`src/rtl/pipelined_add_sub.sv`:
```
// Pipelined adder/subtractor. The carry chain is cut into STAGES equal chunks, one chunk per stage,
// behind a valid/ready handshake whose ready chain lets bubbles collapse.
module pipelined_add_sub #(
    parameter int WIDTH  = 32,
    parameter int STAGES = 2
) (
    input  logic             Clk,
    input  logic             Rst,
    input  logic             InValid,
    output logic             InReady,
    input  logic [WIDTH-1:0] IN1,
    input  logic [WIDTH-1:0] IN2,
    input  logic             Sub,
    output logic             OutValid,
    input  logic             OutReady,
    output logic [WIDTH-1:0] OUT,
    output logic             Carry,
    output logic             Overflow,
    output logic             Zero
);
    localparam int CW = WIDTH / STAGES;

    logic [STAGES-1:0] v_vec;
    logic [STAGES:0]   rdy;
    logic              c_s [STAGES];
    logic [WIDTH-1:0]  a_s [STAGES];
    logic [WIDTH-1:0]  b_s [STAGES];
    logic [WIDTH-1:0]  r_s [STAGES];
    logic              ovf_q;
    logic              zero_q;

    // A stage may load whenever it is empty or its successor is loading this cycle.
    always_comb begin
        rdy = '0;
        rdy[STAGES] = OutReady;
        for (int k = STAGES - 1; k >= 0; k--) begin
            rdy[k] = !v_vec[k] || rdy[k+1];
        end
    end

    assign InReady = rdy[0];

    for (genvar k = 0; k < STAGES; k++) begin : g_stage
        logic             v_in;
        logic             c_in;
        logic [WIDTH-1:0] a_in;
        logic [WIDTH-1:0] b_in;
        logic [WIDTH-1:0] r_in;
        logic [WIDTH-1:0] r_next;
        logic [CW:0]      chunk;
        logic             v_q;
        logic             c_q;
        logic [WIDTH-1:0] a_q;
        logic [WIDTH-1:0] b_q;
        logic [WIDTH-1:0] r_q;

        if (k == 0) begin : g_first
            // B is inverted once on entry, so Sub doubles as the carry into chunk 0.
            assign v_in = InValid;
            assign c_in = Sub;
            assign a_in = IN1;
            assign b_in = IN2 ^ {WIDTH{Sub}};
            assign r_in = '0;
        end else begin : g_next
            assign v_in = v_vec[k-1];
            assign c_in = c_s[k-1];
            assign a_in = a_s[k-1];
            assign b_in = b_s[k-1];
            assign r_in = r_s[k-1];
        end

        assign chunk = {1'b0, a_in[k*CW +: CW]} + {1'b0, b_in[k*CW +: CW]} + {{CW{1'b0}}, c_in};

        always_comb begin
            r_next = r_in;
            r_next[k*CW +: CW] = chunk[CW-1:0];
        end

        always_ff @(posedge Clk) begin
            if (Rst) begin
                v_q <= 1'b0;
                c_q <= 1'b0;
                a_q <= '0;
                b_q <= '0;
                r_q <= '0;
            end else if (rdy[k]) begin
                v_q <= v_in;
                c_q <= chunk[CW];
                a_q <= a_in;
                b_q <= b_in;
                r_q <= r_next;
            end
        end

        assign v_vec[k] = v_q;
        assign c_s[k]   = c_q;
        assign a_s[k]   = a_q;
        assign b_s[k]   = b_q;
        assign r_s[k]   = r_q;

        if (k == STAGES - 1) begin : g_flags
            // Flags are registered alongside the final chunk so every output leaves a flop.
            always_ff @(posedge Clk) begin
                if (Rst) begin
                    ovf_q  <= 1'b0;
                    zero_q <= 1'b0;
                end else if (rdy[k]) begin
                    ovf_q  <= (a_in[WIDTH-1] == b_in[WIDTH-1]) && (r_next[WIDTH-1] != a_in[WIDTH-1]);
                    zero_q <= (r_next == '0);
                end
            end
        end
    end

    assign OutValid = v_vec[STAGES-1];
    assign OUT      = r_s[STAGES-1];
    assign Carry    = c_s[STAGES-1];
    assign Overflow = ovf_q;
    assign Zero     = zero_q;

endmodule

```
`config.mk`:
```
export PLATFORM = sky130hd
export DESIGN_NAME = pipelined_add_sub
export DESIGN_NICKNAME = d
export VERILOG_FILES = /design/src/rtl/pipelined_add_sub.sv
export SDC_FILE = /design/constraint.sdc
export NUM_CORES = 1
export LEC_CHECK = 0
export ABC_AREA = 1
export BUFFER_PORTS_ARGS = -buffer_cell sky130_fd_sc_hd__buf_2
export CAP_MARGIN = 40
export CORE_MARGIN = 2
export CORE_UTILIZATION = 28
export CTS_CLUSTER_DIAMETER = 120
export DETAILED_ROUTE_END_ITERATION = 16
export MAX_ROUTING_LAYER = met4
export PLACE_DENSITY_LB_ADDON = 0.3
export SYNTH_ARGS = -nofsm -noshare
export SYNTH_HDL_FRONTEND = slang
export SYNTH_SLANG_ARGS = --single-unit
```
`constraint.sdc`:
```
create_clock -name Clk -period 2.9 [get_ports Clk]
set_clock_uncertainty 0.15 [all_clocks]
set_input_delay 0.145 -clock Clk [delete_from_list [all_inputs] [get_ports Clk]]
set_output_delay 0.145 -clock Clk [all_outputs]
set_load 0.005 [all_outputs]
```
== After elaboration in Yosys (flattened, before gate mapping) ==
Index checks and enable logic that the tools add are counted.

* Output and inout port bits: 37
* Logic and storage cells: 23
* Register bits: 118

* Bitwise operators: 1
* Eq/ne operators: 2
* Add/subtract/negate cells: 4
* Reductions and logical operators: 6

{| class="wikitable"
|+ Operators with widths
! kind !! number
|-
| $add 16x16->17 || 2
|-
| $add 17x1->17 || 2
|-
| $logic_not 32->1 || 1
|-
| $xor 32x32->32 || 1
|-
| $logic_not 1->1 || 2
|-
| $logic_or 1x1->1 || 2
|-
| $eq 1x1->1 || 1
|-
| $logic_and 1x1->1 || 1
|-
| $ne 1x1->1 || 1
|}

== Longest topological paths before layout ==
* Depth after elaboration: 4
* Mapped depth: 16

== Least setup slack after synthesis ==
OpenSTA, ideal clock, no wires.

* Path kind: register to register
* From: register g_stage[0].c_q
* To: register zero_q (netlist: Zero)
* Data arrival time: 2.038 ns
* Data required time: 2.684 ns
* Cell stages (with the launch flop): 12
* Slack: 0.646 ns
* Path buffers: 0
* Cells stage by stage: dfxtp_1 -> fa_1 -> fa_1 -> xnor2_1 -> nand3_1 -> nor2_1 -> nand3_1 -> nor2_2 -> nand2_2 -> nor2_4 -> nand3_2 -> a21oi_2

* Longest elaborated chain between the ends: 2

{| class="wikitable"
|+ Ends and longest elaborated chain
! what !! RTL line !! source
|-
| from (decl) || 52 || <nowiki>logic c_q;</nowiki>
|-
| from (signal assigned) || 88 || <nowiki>c_q <= chunk[CW];</nowiki>
|-
| $add 17x1->17 || 72 || <nowiki>assign chunk = {1'b0, a_in[k*CW +: CW]} + {1'b0, b_in[k*CW +: CW]} + {{CW{1'b0}}, c_in};</nowiki>
|-
| $logic_not 32->1 || 109 || <nowiki>zero_q <= (r_next == '0);</nowiki>
|-
| to (signal assigned) || 109 ||
|-
| to (decl) || 30 || <nowiki>logic zero_q;</nowiki>
|}

No other way between the ends.
A chain may end at the register's enable or synchronous reset.

== Worst setup path after layout ==
Ends and elaborated chain as after synthesis.

==> flow_metrics.tcl <==
set metrics [dict create \
    status "completed" \
    end_kind "register" \
    path_max_fanout 4 \
    cts.reportedPaths.clkPinSlew_ps 60 \
    core_region_area_um2 18100 \
    yosys.area.top_type "dfxtp_1" \
    wire_per_inst_um 12.7 \
    min_to "Zero$_SDFFE_PP0P_" \
    fin_crit_sh 0.838 \
    tightest_slew_ps 576 \
    fin_tns_setup_ps 0 \
    p_leak_uw 0.00338 \
    regToRegStartpoint "g_stage[0].c_q$_SDFFE_PP0P_" \
    cts.sinks 86 \
    port_buffers 105 \
    drt_iter0_markers 296 \
    min_path_type "primary input to register" \
    syn_to_final_growth_pct 26.4 \
    hold_viol 0 \
    path_delay_family "adder cells" \
    initial_core_util 0.288 \
    whs_ps 50.5 \
    gp_congestion 0.873 \
    p_switching_uw 1090 \
    async_flop_share 0 \
    peakVddDrop_mv 0.271 \
    p_int_uw 2470 \
    clockBufferDepth 2 \
    grt_pass1_wl_um 22900 \
    synth-seq-cells 86 \
    slew_headroom 0.616 \
    seqPwrFrac 0.391 \
    seq_area_frac_synth 0.330 \
    grt_usage 0.149 \
    die_h_um 140 \
    vias_per_cell 4.39 \
    finalInstanceArea_um2 6590 \
    crit_required_ps 3030 \
    grt_pass1_vias 4575 \
    worstSkewPairLatency_ps 340 \
    r2r_end "Zero$_SDFFE_PP0P_" \
    die_w_um 140 \
    cts_tree "yes" \
    clockPowerShare 0.353 \
    hold_path_depth 2 \
    ys_types 37 \
    clock.fmax_mhz 412 \
    fin_ws_ps 471 \
    cts_buffers 9 \
    nets 965 \
    grt_overflow_total 0 \
    syn_nets 840 \
    powerDensity_nw_per_um2 540 \
    wl_um 13900 \
    place_ws_ps 463 \
    post_cts_resized 0 \
    setup_viol 0 \
    yosys_warnings 0 \
    synth_edf_count 0 \
    fin_cells 1096 \
    antenna_found_initial 0 \
    reg2reg_slack_ps 470 \
    crit_path_max_incr_delay_ps 510 \
    drv_slew 0 \
    comb_power_share 0.255 \
    start_kind "register" \
    rsz0062_at_grt "false" \
    synth_top_area_share 0.330 \
    rows 49 \
    synthTopCellsByArea "dfxtp_1, nand2_1, o21ai_0" \
    die_area_um2 19700 \
    p_sw_frac 0.306 \
    placed_cells 1048 \
    cts_max_level 3 \
    worstPathCellList "fa_1, fa_1, xnor2_1, nand3_1, nor2_1, nand3_1, nor2_2, nand2_2, nor2_4, nand3_2, a21oi_2" \
    synth_top_flop_cell "dfxtp_1" \
    detail-route-antenna-nets 0 \
    critPathKind "register to register" \
    first_pass_iters 4 \
    hpwl_um 10700 \
    worstHoldStart "Rst" \
    cp_num_buf_inv 0 \
    slowest_stage "fa_1" \
    syn-mean-instance-area_um2 7.06 \
    cp.arrival_ps 2560 \
    dpl_cell_area_um2 5940 \
    cts-root-buf "clkbuf_16" \
    diodes 0 \
    synth_commonest_cells "nand2_1, inv_1, dfxtp_1" \
    fin_crit_ps 2430 \
    drv_cap 0 \
    syn_area_um2 5210 \
    num_vias 4809 \
    yosysMostFrequentCell "nand2_1" \
    ios 106 \
    drc_errors 0 \
    grt_max_degree 59 \
    drive_above_1_share 0.197 \
    synthCells 738 \
    postCtsSetupRepairBufs 0 \
    r2r_cells 11 \
]
==> how the worst max path moves through the flow <==
stage	startpoint	to	cells past startpoint
2_1_floorplan	g_stage[0].c_q$_SDFFE_PP0P_	Zero$_SDFFE_PP0P_	11
3_3_place_gp	g_stage[0].c_q$_SDFFE_PP0P_	Zero$_SDFFE_PP0P_	11
3_5_place_dp	g_stage[0].c_q$_SDFFE_PP0P_	Zero$_SDFFE_PP0P_	11
4_1_cts	g_stage[0].c_q$_SDFFE_PP0P_	Zero$_SDFFE_PP0P_	11
5_1_grt	g_stage[0].c_q$_SDFFE_PP0P_	Zero$_SDFFE_PP0P_	11
6_report	g_stage[0].c_q$_SDFFE_PP0P_	Zero$_SDFFE_PP0P_	11
==> final cells by class <==
cell class | instances | area, um^2
Fill cell | 1939 | 11500
Multi-Input combinational cell | 522 | 2970
Sequential cell | 86 | 1720
Timing Repair Buffer | 145 | 921
Inverter | 99 | 372
Tap cell | 229 | 287
Clock buffer | 10 | 239
Clock inverter | 5 | 81.3
==> flip-flops by register name, indices dropped and copies added (netlist names) <==
name         flops
Carry            1
OUT             32
Zero             1
g_stage.c_q      1
OutValid         1
g_stage.r_q     16
g_stage.b_q     16
g_stage.a_q     16
g_stage.v_q      1
Overflow         1
==> stage by stage <==
step / util / power, uW
after floorplan: - / 2010
after global placement: 0.327 / 2290
after detailed placement: 0.328 / 2290
after CTS: 0.364 / 3600
after global routing: 0.364 / 3790
final: 0.364 / 3560
==> cell families after synthesis <==
family | share of synthesized area
simple gates | 0.229
compound gates | 0.185
buf+inv | 0.100
flops | 0.330
xor+xnor | 0.0723
fa+ha+maj | 0.0835
==> power by group through the flow <==
stage          sequential [uW]  combinational [uW]  clock, uW
4_1_cts                   1390                 914       1290
3_3_place_gp              1420                 870          0
5_1_grt                   1410                1040       1340
2_1_floorplan             1400                 608          0
3_5_place_dp              1420                 875          0
6_report                  1390                 908       1260
==> metal layers <==
layer	vias to the layer above	routed length, um	global-route usage
met4	0	170	0.0436
met5	-	0	-
li1	2630	-	-
met2	84	5760	0.209
met3	12	480	0.0270
met1	2083	7530	0.216
==> timing repair <==
item                                   in CTS  in global routing
hold buffers                               33                  0
endpoints found under the hold margin      33                  0
setup endpoints to repair                   0                  0
==> cells in the final DEF, fill, tap and decap left out, types with 2 or more instances in the layout <==
| cell type | n |
|---|---|
| a21oi_1 | 74 |
| a21oi_2 | 2 |
| and2_1 | 3 |
| buf_2 | 105 |
| buf_4 | 6 |
| bufinv_16 | 2 |
| clkbuf_16 | 9 |
| dfxtp_1 | 86 |
| dlygate4sd3_1 | 33 |
| fa_1 | 3 |
| ha_1 | 30 |
| inv_1 | 93 |
| inv_2 | 6 |
| nand2_1 | 126 |
| nand2_2 | 19 |
| nand3_1 | 26 |
| nand3_2 | 4 |
| nand3b_1 | 3 |
| nand4_1 | 5 |
| nor2_1 | 68 |
| nor2_2 | 7 |
| nor2_4 | 3 |
| nor3_1 | 3 |
| o211ai_1 | 8 |
| o21ai_0 | 79 |
| o21bai_1 | 8 |
| xnor2_1 | 19 |
| xor2_1 | 24 |
Note: power is estimated with default switching activity, not from simulation.
